**src/rtl/dram_arb_pkg.sv**
```systemverilog
// Shared constants, FSM encoding and helpers for the DRAM arbiter.
package dram_arb_pkg;

   localparam int unsigned DEF_NUM_REQ = 2;
   localparam int unsigned DEF_ADDR_W  = 2;
   localparam int unsigned DEF_DATA_W  = 72;

   typedef enum logic [1:0] {
      IDLE   = 2'd0,
      WR     = 2'd1,
      RD     = 2'd2,
      RD_RSP = 2'd3
   } arbState_e;

   // Width of an index into n requesters, never below one bit.
   function automatic int unsigned idxWidth(input int unsigned n);
      return (n > 1) ? $clog2(n) : 1;
   endfunction

endpackage

```
**src/rtl/dram_arb_rr_arb.sv**
```systemverilog
// Round-robin grant selection: first valid requester at or above ptr wins,
// otherwise wrap around to the lowest valid requester.
module rr_arb
   import dram_arb_pkg::*;
#(
   parameter int unsigned NUM_REQ = DEF_NUM_REQ,
   localparam int unsigned PTR_W  = idxWidth(NUM_REQ)
) (
   input  logic [NUM_REQ-1:0] req,
   input  logic [PTR_W-1:0]   ptr,
   output logic [NUM_REQ-1:0] grant_c
);

   logic [NUM_REQ-1:0] highMask;
   logic [NUM_REQ-1:0] maskedReq;

   // Isolate the lowest set bit of the masked (or, failing that, raw) request vector.
   always_comb begin
      highMask  = {NUM_REQ{1'b1}} << ptr;
      maskedReq = req & highMask;
      if (|maskedReq) begin
         grant_c = maskedReq & (~maskedReq + NUM_REQ'(1));
      end else begin
         grant_c = req & (~req + NUM_REQ'(1));
      end
   end

endmodule

```
**src/rtl/dram_arb.sv**
```systemverilog
// Arbitrates NUM_REQ requesters onto a single-port DRAM with one-cycle
// writes and a registered read response.
module dram_arb
   import dram_arb_pkg::*;
#(
   parameter int unsigned NUM_REQ = DEF_NUM_REQ,
   parameter int unsigned ADDR_W  = DEF_ADDR_W,
   parameter int unsigned DATA_W  = DEF_DATA_W
) (
   input  logic                      clk,
   input  logic                      rst_n,
   input  logic [NUM_REQ-1:0]        req_valid,
   input  logic [NUM_REQ-1:0]        req_we,
   input  logic [NUM_REQ*ADDR_W-1:0] req_addr,
   input  logic [NUM_REQ*DATA_W-1:0] req_wdata,
   output logic [NUM_REQ-1:0]        req_ready,
   output logic [NUM_REQ-1:0]        rsp_valid,
   output logic [DATA_W-1:0]         rsp_rdata,
   output logic                      busy,
   output logic [ADDR_W-1:0]         dram_address,
   output logic [DATA_W-1:0]         dram_dataIN,
   output logic                      dram_Write_ReadCOMP,
   input  logic [DATA_W-1:0]         dram_dataOUT
);

   localparam int unsigned ID_W = idxWidth(NUM_REQ);

   arbState_e           state;
   logic [ID_W-1:0]     rrPtr;
   logic [ID_W-1:0]     reqId;
   logic [ID_W-1:0]     grantIdx;
   logic [NUM_REQ-1:0]  grant;
   logic                accept;
   logic [ADDR_W-1:0]   selAddr;
   logic [DATA_W-1:0]   selData;
   logic                selWe;

   rr_arb #(.NUM_REQ(NUM_REQ)) uRrArb (
      .req     (req_valid),
      .ptr     (rrPtr),
      .grant_c (grant)
   );

   // Ready is only offered in IDLE and is gated by reset so it drops immediately.
   always_comb begin
      req_ready = (state == IDLE && rst_n) ? grant : '0;
      accept    = |req_ready;
   end

   // Mux out the winning requester's fields.
   always_comb begin
      grantIdx = '0;
      selAddr  = '0;
      selData  = '0;
      selWe    = 1'b0;
      for (int i = 0; i < int'(NUM_REQ); i++) begin
         if (grant[i]) begin
            grantIdx = ID_W'(i);
            selAddr  = req_addr[i*ADDR_W +: ADDR_W];
            selData  = req_wdata[i*DATA_W +: DATA_W];
            selWe    = req_we[i];
         end
      end
   end

   // Arbiter FSM with registered DRAM drive and response outputs.
   always_ff @(posedge clk or negedge rst_n) begin
      if (!rst_n) begin
         state               <= IDLE;
         rrPtr               <= '0;
         reqId               <= '0;
         busy                <= 1'b0;
         rsp_valid           <= '0;
         rsp_rdata           <= '0;
         dram_address        <= '0;
         dram_dataIN         <= '0;
         dram_Write_ReadCOMP <= 1'b0;
      end else begin
         rsp_valid <= '0;
         case (state)
            IDLE: begin
               if (accept) begin
                  reqId               <= grantIdx;
                  dram_address        <= selAddr;
                  dram_dataIN         <= selData;
                  dram_Write_ReadCOMP <= selWe;
                  busy                <= 1'b1;
                  rrPtr               <= (grantIdx == ID_W'(NUM_REQ - 1)) ? '0
                                                                          : grantIdx + ID_W'(1);
                  state               <= selWe ? WR : RD;
               end
            end
            WR: begin
               dram_Write_ReadCOMP <= 1'b0;
               busy                <= 1'b0;
               state               <= IDLE;
            end
            RD: begin
               state <= RD_RSP;
            end
            RD_RSP: begin
               rsp_rdata        <= dram_dataOUT;
               rsp_valid[reqId] <= 1'b1;
               busy             <= 1'b0;
               state            <= IDLE;
            end
            default: begin
               dram_Write_ReadCOMP <= 1'b0;
               busy                <= 1'b0;
               state               <= IDLE;
            end
         endcase
      end
   end

endmodule

```
**config.mk**
```make
export PLATFORM = sky130hd
export DESIGN_NAME = dram_arb
export DESIGN_NICKNAME = d
export VERILOG_FILES = /design/src/rtl/dram_arb_pkg.sv /design/src/rtl/dram_arb_rr_arb.sv /design/src/rtl/dram_arb.sv
export SDC_FILE = /design/constraint.sdc
export NUM_CORES = 1
export LEC_CHECK = 0
export CAP_MARGIN = 20
export CORE_AREA = 2 2 146 148
export CTS_CLUSTER_DIAMETER = 50
export DETAILED_ROUTE_END_ITERATION = 12
export DIE_AREA = 0 0 148 150
export GPL_TIMING_DRIVEN = 0
export PLACE_DENSITY = 0.76
export SYNTH_ARGS = -nofsm -noshare
export SYNTH_HDL_FRONTEND = slang
export SYNTH_SLANG_ARGS = --single-unit
```
**constraint.sdc**
```tcl
create_clock -name clk -period 1.4 [get_ports clk]
set_input_delay 0.28 -clock clk [delete_from_list [all_inputs] [get_ports clk]]
set_output_delay 0.28 -clock clk [all_outputs]
set_load 0.1 [all_outputs]
```
==> Word-level counts from Yosys, hierarchy flattened <==
Cells that the tools add are included.
W data, S select, Z words.
{ "word_totals": {"register_bits": 154, "inputBits": 226} }
{ "classes": {"add_sub_neg": 3, "n_lt_le_gt_ge": 2, "eq_ne": 4, "n_shift": 1, "muxes": 20, "bitwise_logic": 5, "n_reduce_logical": 11} }
{ "op_table": {"columns": ["op", "n"], "rows": [
  ["$mux W72", 2],
  ["$mux W2", 7],
  ["$mux W1", 7],
  ["$and A2 B2 Y2", 3],
  ["$pmux W2 S3", 1],
  ["$reduce_and A2 Y1", 3],
  ["$reduce_or A2 Y1", 3],
  ["$add A2 B1 Y2 const B", 2],
  ["$eq A2 B2 Y1 const B", 2],
  ["$not A2 Y2", 2],
  ["$pmux W1 S2", 2],
  ["$reduce_bool A2 Y1", 2],
  ["$eq A2 B1 Y1 const B", 1],
  ["$logic_and A1 B1 Y1", 2],
  ["$logic_not A2 Y1", 1],
  ["$lt A1 B2 Y1 const B", 1],
  ["$ne A2 B2 Y1 const B", 1],
  ["$shl A2 B1 Y2 const A", 1],
  ["$add A1 B1 Y1 const B", 1],
  ["$demux W1 S1", 1],
  ["$ge A1 B1 Y1 const B", 1]
]} }

==> Logic depth before layout (Yosys ltp) <==
{ "depth": {"word_depth": 11, "mapped_depth": 6, "ltp_nobuf": 3} }

==> Hierarchy <==
A second synthesis with hierarchy kept.
{ "hier_totals": {"cells_unflattened": 444, "area_unflattened_um2": 6286.0} }
{ "modules_own_cells": {"columns": ["module", "instances", "cells_each", "area_each_um2", "seq_area_each_um2"], "rows": [
  ["dram_arb", 1, 441, 6267.3, 3853.7],
  ["rr_arb", 1, 3, 18.8, 0.0]
]} }

==> Worst setup path after synthesis <==
OpenSTA, ideal clock, no wires.
{ "synth_timing": {"path_kind": "register to output", "startpoint": "reg rrPtr", "endpoint": "out req_ready[1]", "t_arrival_ns": 2.139, "t_required_ns": 1.120, "path_slack_ns": -1.019, "stages_incl_launch_ff": 6, "path_buffers": 2, "path_cell_list": "dfrtp_1 > nand2b_4 > buf_6 > buf_6 > nand2_1 > nor2_1"} }
{ "synth_between": {"elab_chain_len": 7, "elab_cells_between_ends": 8} }
{ "synth_lines": {"columns": ["item", "line_no", "text"], "rows": [
  ["start, declared", "dram_arb.sv:29", "logic [ID_W-1:0] rrPtr;"],
  ["start signal, assigned", "dram_arb.sv:88", "rrPtr <= (grantIdx == ID_W'(NUM_REQ - 1)) ? '0"],
  ["$shl A2 B1 Y2 (*)", "dram_arb_rr_arb.sv:19", "highMask = {NUM_REQ{1'b1}} << ptr;"],
  ["$and A2 B2 Y2 (*)", "dram_arb_rr_arb.sv:20", "maskedReq = req & highMask;"],
  ["$not A2 Y2", "dram_arb_rr_arb.sv:22", "grant_c = maskedReq & (~maskedReq + NUM_REQ'(1));"],
  ["$add A2 B1 Y2", "dram_arb_rr_arb.sv:22", null],
  ["$and A2 B2 Y2", "dram_arb_rr_arb.sv:22", null],
  ["$mux W2 (*)", "dram_arb_rr_arb.sv:21", "if (|maskedReq) begin"],
  ["$mux W2 (*)", "dram_arb.sv:46", "req_ready = (state == IDLE && rst_n) ? grant : '0;"],
  ["end, declared", "dram_arb.sv:16", "output logic [NUM_REQ-1:0] req_ready,"]
]} }
Mark *: on every way between the ends. The rest lies on a longest branch, timed or not.

==> Final worst setup path <==
Same ends and word-level chain as after synthesis.

==> summary.txt <==
Global routing
  • First-pass GRT wire length: 35,500 um
  • Number of global-route vias before repair: 6,205
  • Initial antenna violation count: 1
  • Largest net degree at the start of global routing: 47
  • Congestion Overflow GR: 0
  • GRT Total Usage: 0.210

Detailed routing
  • DR WL/cell: 20.2 um
  • Detailed Route WL: 23,600 um
  • Post-DR vias/cell: 4.87
  • 1st-iter DRT viols: 85
  • Final ANT Viol Nets: 0
  • DRC: 0
  • DR vias: 5,701
  • DRT Pass-1 Iters: 4

Clock network
  • Htree depth: 4
  • Clock Pin Slew Worst Setup and Hold Paths: 0.06 ns
  • Clk sinks: 154
  • TritonCTS Buffers: 17
  • CTS max path bufs: 2
  • CTS tree: yes
  • Root Driver: clkbuf_16
  • Later-pin clock latency in the skew report: 0.42 ns

Timing
  • Slew @ Worst Pin: 0.690 ns
  • Final Setup Violations: 79
  • Rel. slew slack: 0.540
  • Final period util: 1.32
  • Tmin final: 1.84 ns
  • Final Hold Viols: 0
  • Clock skew: 0.0114 ns
  • Min setup slack post-route: -0.443 ns
  • Max Fclk: 543 MHz
  • RSZ-0062 raised after global routing: yes
  • Final Max Tran Viols: 0

Placed design
  • Dpl hpwl: 17,000 um
  • Placed Cells: 1,096
  • Buffers on Ports: 376
  • Post-place setup slack: -1.88 ns
  • Placer Congestion: 0.815
  • Cell Area, Placed: 11,100 um^2

Synthesis
  • Top FF cell, synth: dfrtp_1
  • Top cell type's share of synthesized area: 0.556
  • EDFF count, synth: 0
  • Area contributors post-synth: dfrtp_1 56%, mux2_4 13%, mux2_1 11%
  • Synthesis-stage register bit count: 154
  • Synth area leader: dfrtp_1
  • Synth cell types: 29
  • Yosys warns: 0
  • Syn Std Cell Area: 6930 um^2
  • Avg Inst Size Synth: 15.6 um^2
  • Gate Count Post-Synth: 444
  • Post-Syn Nets: 670
  • Async SR Flop Fraction: 1.00
  • Seq/Total Area, Yosys: 0.556

Die
  • Ports: 378
  • Die W: 148 um
  • Core Area: 20,700 um^2
  • Die area: 22,200 um^2
  • Core Rows: 53
  • Die height: 150 um
  • Initial Util: 0.335

Critical path
  • CP Data Required Time: 1.12 ns
  • Data arrival, critical path: 1.56 ns
  • Worst Setup Path Type: reg2out
  • Reg2reg path depth: 7
  • Worst-path fanout max: 3
  • Startpoint Class: register
  • R2r setup slk: -0.38 ns
  • CP endpoint kind: output port

Run status
  • Outcome: complete, but fails checks
  • Failing checks: negative setup slack

Layout
  • Design area: 12,400 um^2
  • Most frequent cells in the layout: 222 x clkdlybuf4s50_1, 152 x dfrtp_1, 121 x buf_4
  • Layout Area Growth over Synthesis: 79.3%
  • Post-Layout Cell Count: 1,170
  • Nets: 1,108
  • Most common cell after layout, fill and taps aside: clkdlybuf4s50_1
  • Layout cell share with drive strength beyond 1: 0.405

Hold path
  • Hold path cells: 4
  • Hold Path Class: in2reg

Flow run
  • Max-cap violations: 0
area by class of cell:
cell class	count	area, um^2
Fill cell	1703	8260
Timing Repair Buffer	419	4230
Sequential cell	154	3860
Multi-Input combinational cell	246	2900
Buffer	42	474
Clock buffer	17	425
Tap cell	275	344
Clock inverter	14	183
Inverter	2	7.51
Antenna cell	1	2.50
synth_stat cells, types with 2 or more instances:
library cell and number:
mux2_4 60, nor2_1 5, buf_2 17, mux2_2 18, inv_1 2, a32o_1 74, nand2_1 4, dfrtp_1 154
buf_1 2, clkbuf_1 8, a21oi_1 2, mux2_1 68, buf_6 14
logic make-up (layout without fill, tap and decap cells):
logic type,count (synthesis),after routing,share of synthesized area
simple gates,15,15,0.0123
buf+inv,44,494,0.0426
compound gates,85,85,0.120
flops,154,154,0.556
mux,146,146,0.270
other cells,0,1,0
metal layers:
| metal | vias up | part of all wire | global-route usage |
|---|---|---|---|
| met5 | - | 0 | 0 |
| li1 | 2595 | - | - |
| met3 | 24 | 0.074 | 0.0607 |
| met4 | 0 | 0.016 | 0.0690 |
| met1 | 2844 | 0.38 | 0.236 |
| met2 | 238 | 0.53 | 0.384 |
timing repair:
item | 4_1_cts | 5_1_grt
hold buffers | 8 | 0
endpoints found under the setup margin | 290 | 187
pin swaps | 39 | 8
cloned | 11 | 0
hold endpoints to repair | 85 | 0
resized for setup | 1006 | 61
setup buffers | 15 | 10
flip-flops by register name, indices dropped and copies added (netlist names):
register             flops
state                    2
reqId                    1
rrPtr                    1
rsp_rdata               72
busy                     1
rsp_valid                2
dram_dataIN             72
dram_address             2
dram_Write_ReadCOMP      1
worst paths after layout:
kind,startpoint,to
worst max-delay path,rrPtr,req_ready[1]
worst min-delay path,req_valid[1],dram_Write_ReadCOMP
worst max register to register,rrPtr,dram_dataIN[34]
worst min register to register,reqId,rsp_valid[0]
max in group asynchronous,rst_n,rrPtr
min in group asynchronous,rst_n,dram_dataIN[8]
through the flow:
step	util	hold WS (ns)	setup TNS, ns
after floorplan	-	-0.0156	-1.26
after CTS	0.589	0.264	-21.10
final	0.601	0.296	-23.96
after global routing	0.601	0.309	-28.61
after global placement	0.537	0.410	-1574.03
after detailed placement	0.538	0.259	-149.89
critical path, stage by stage (launching register included):
cell and delay (ns):
dfrtp_2 0.44, nand2b_4 0.17, buf_12 0.14, buf_8 0.12, nand2_4 0.07, nor2_4 0.04
buf_12 0.16
Power is left out: the tool's default activity adds up to more than one toggle a clock period on the data nets, which glitch-free logic cannot reach.
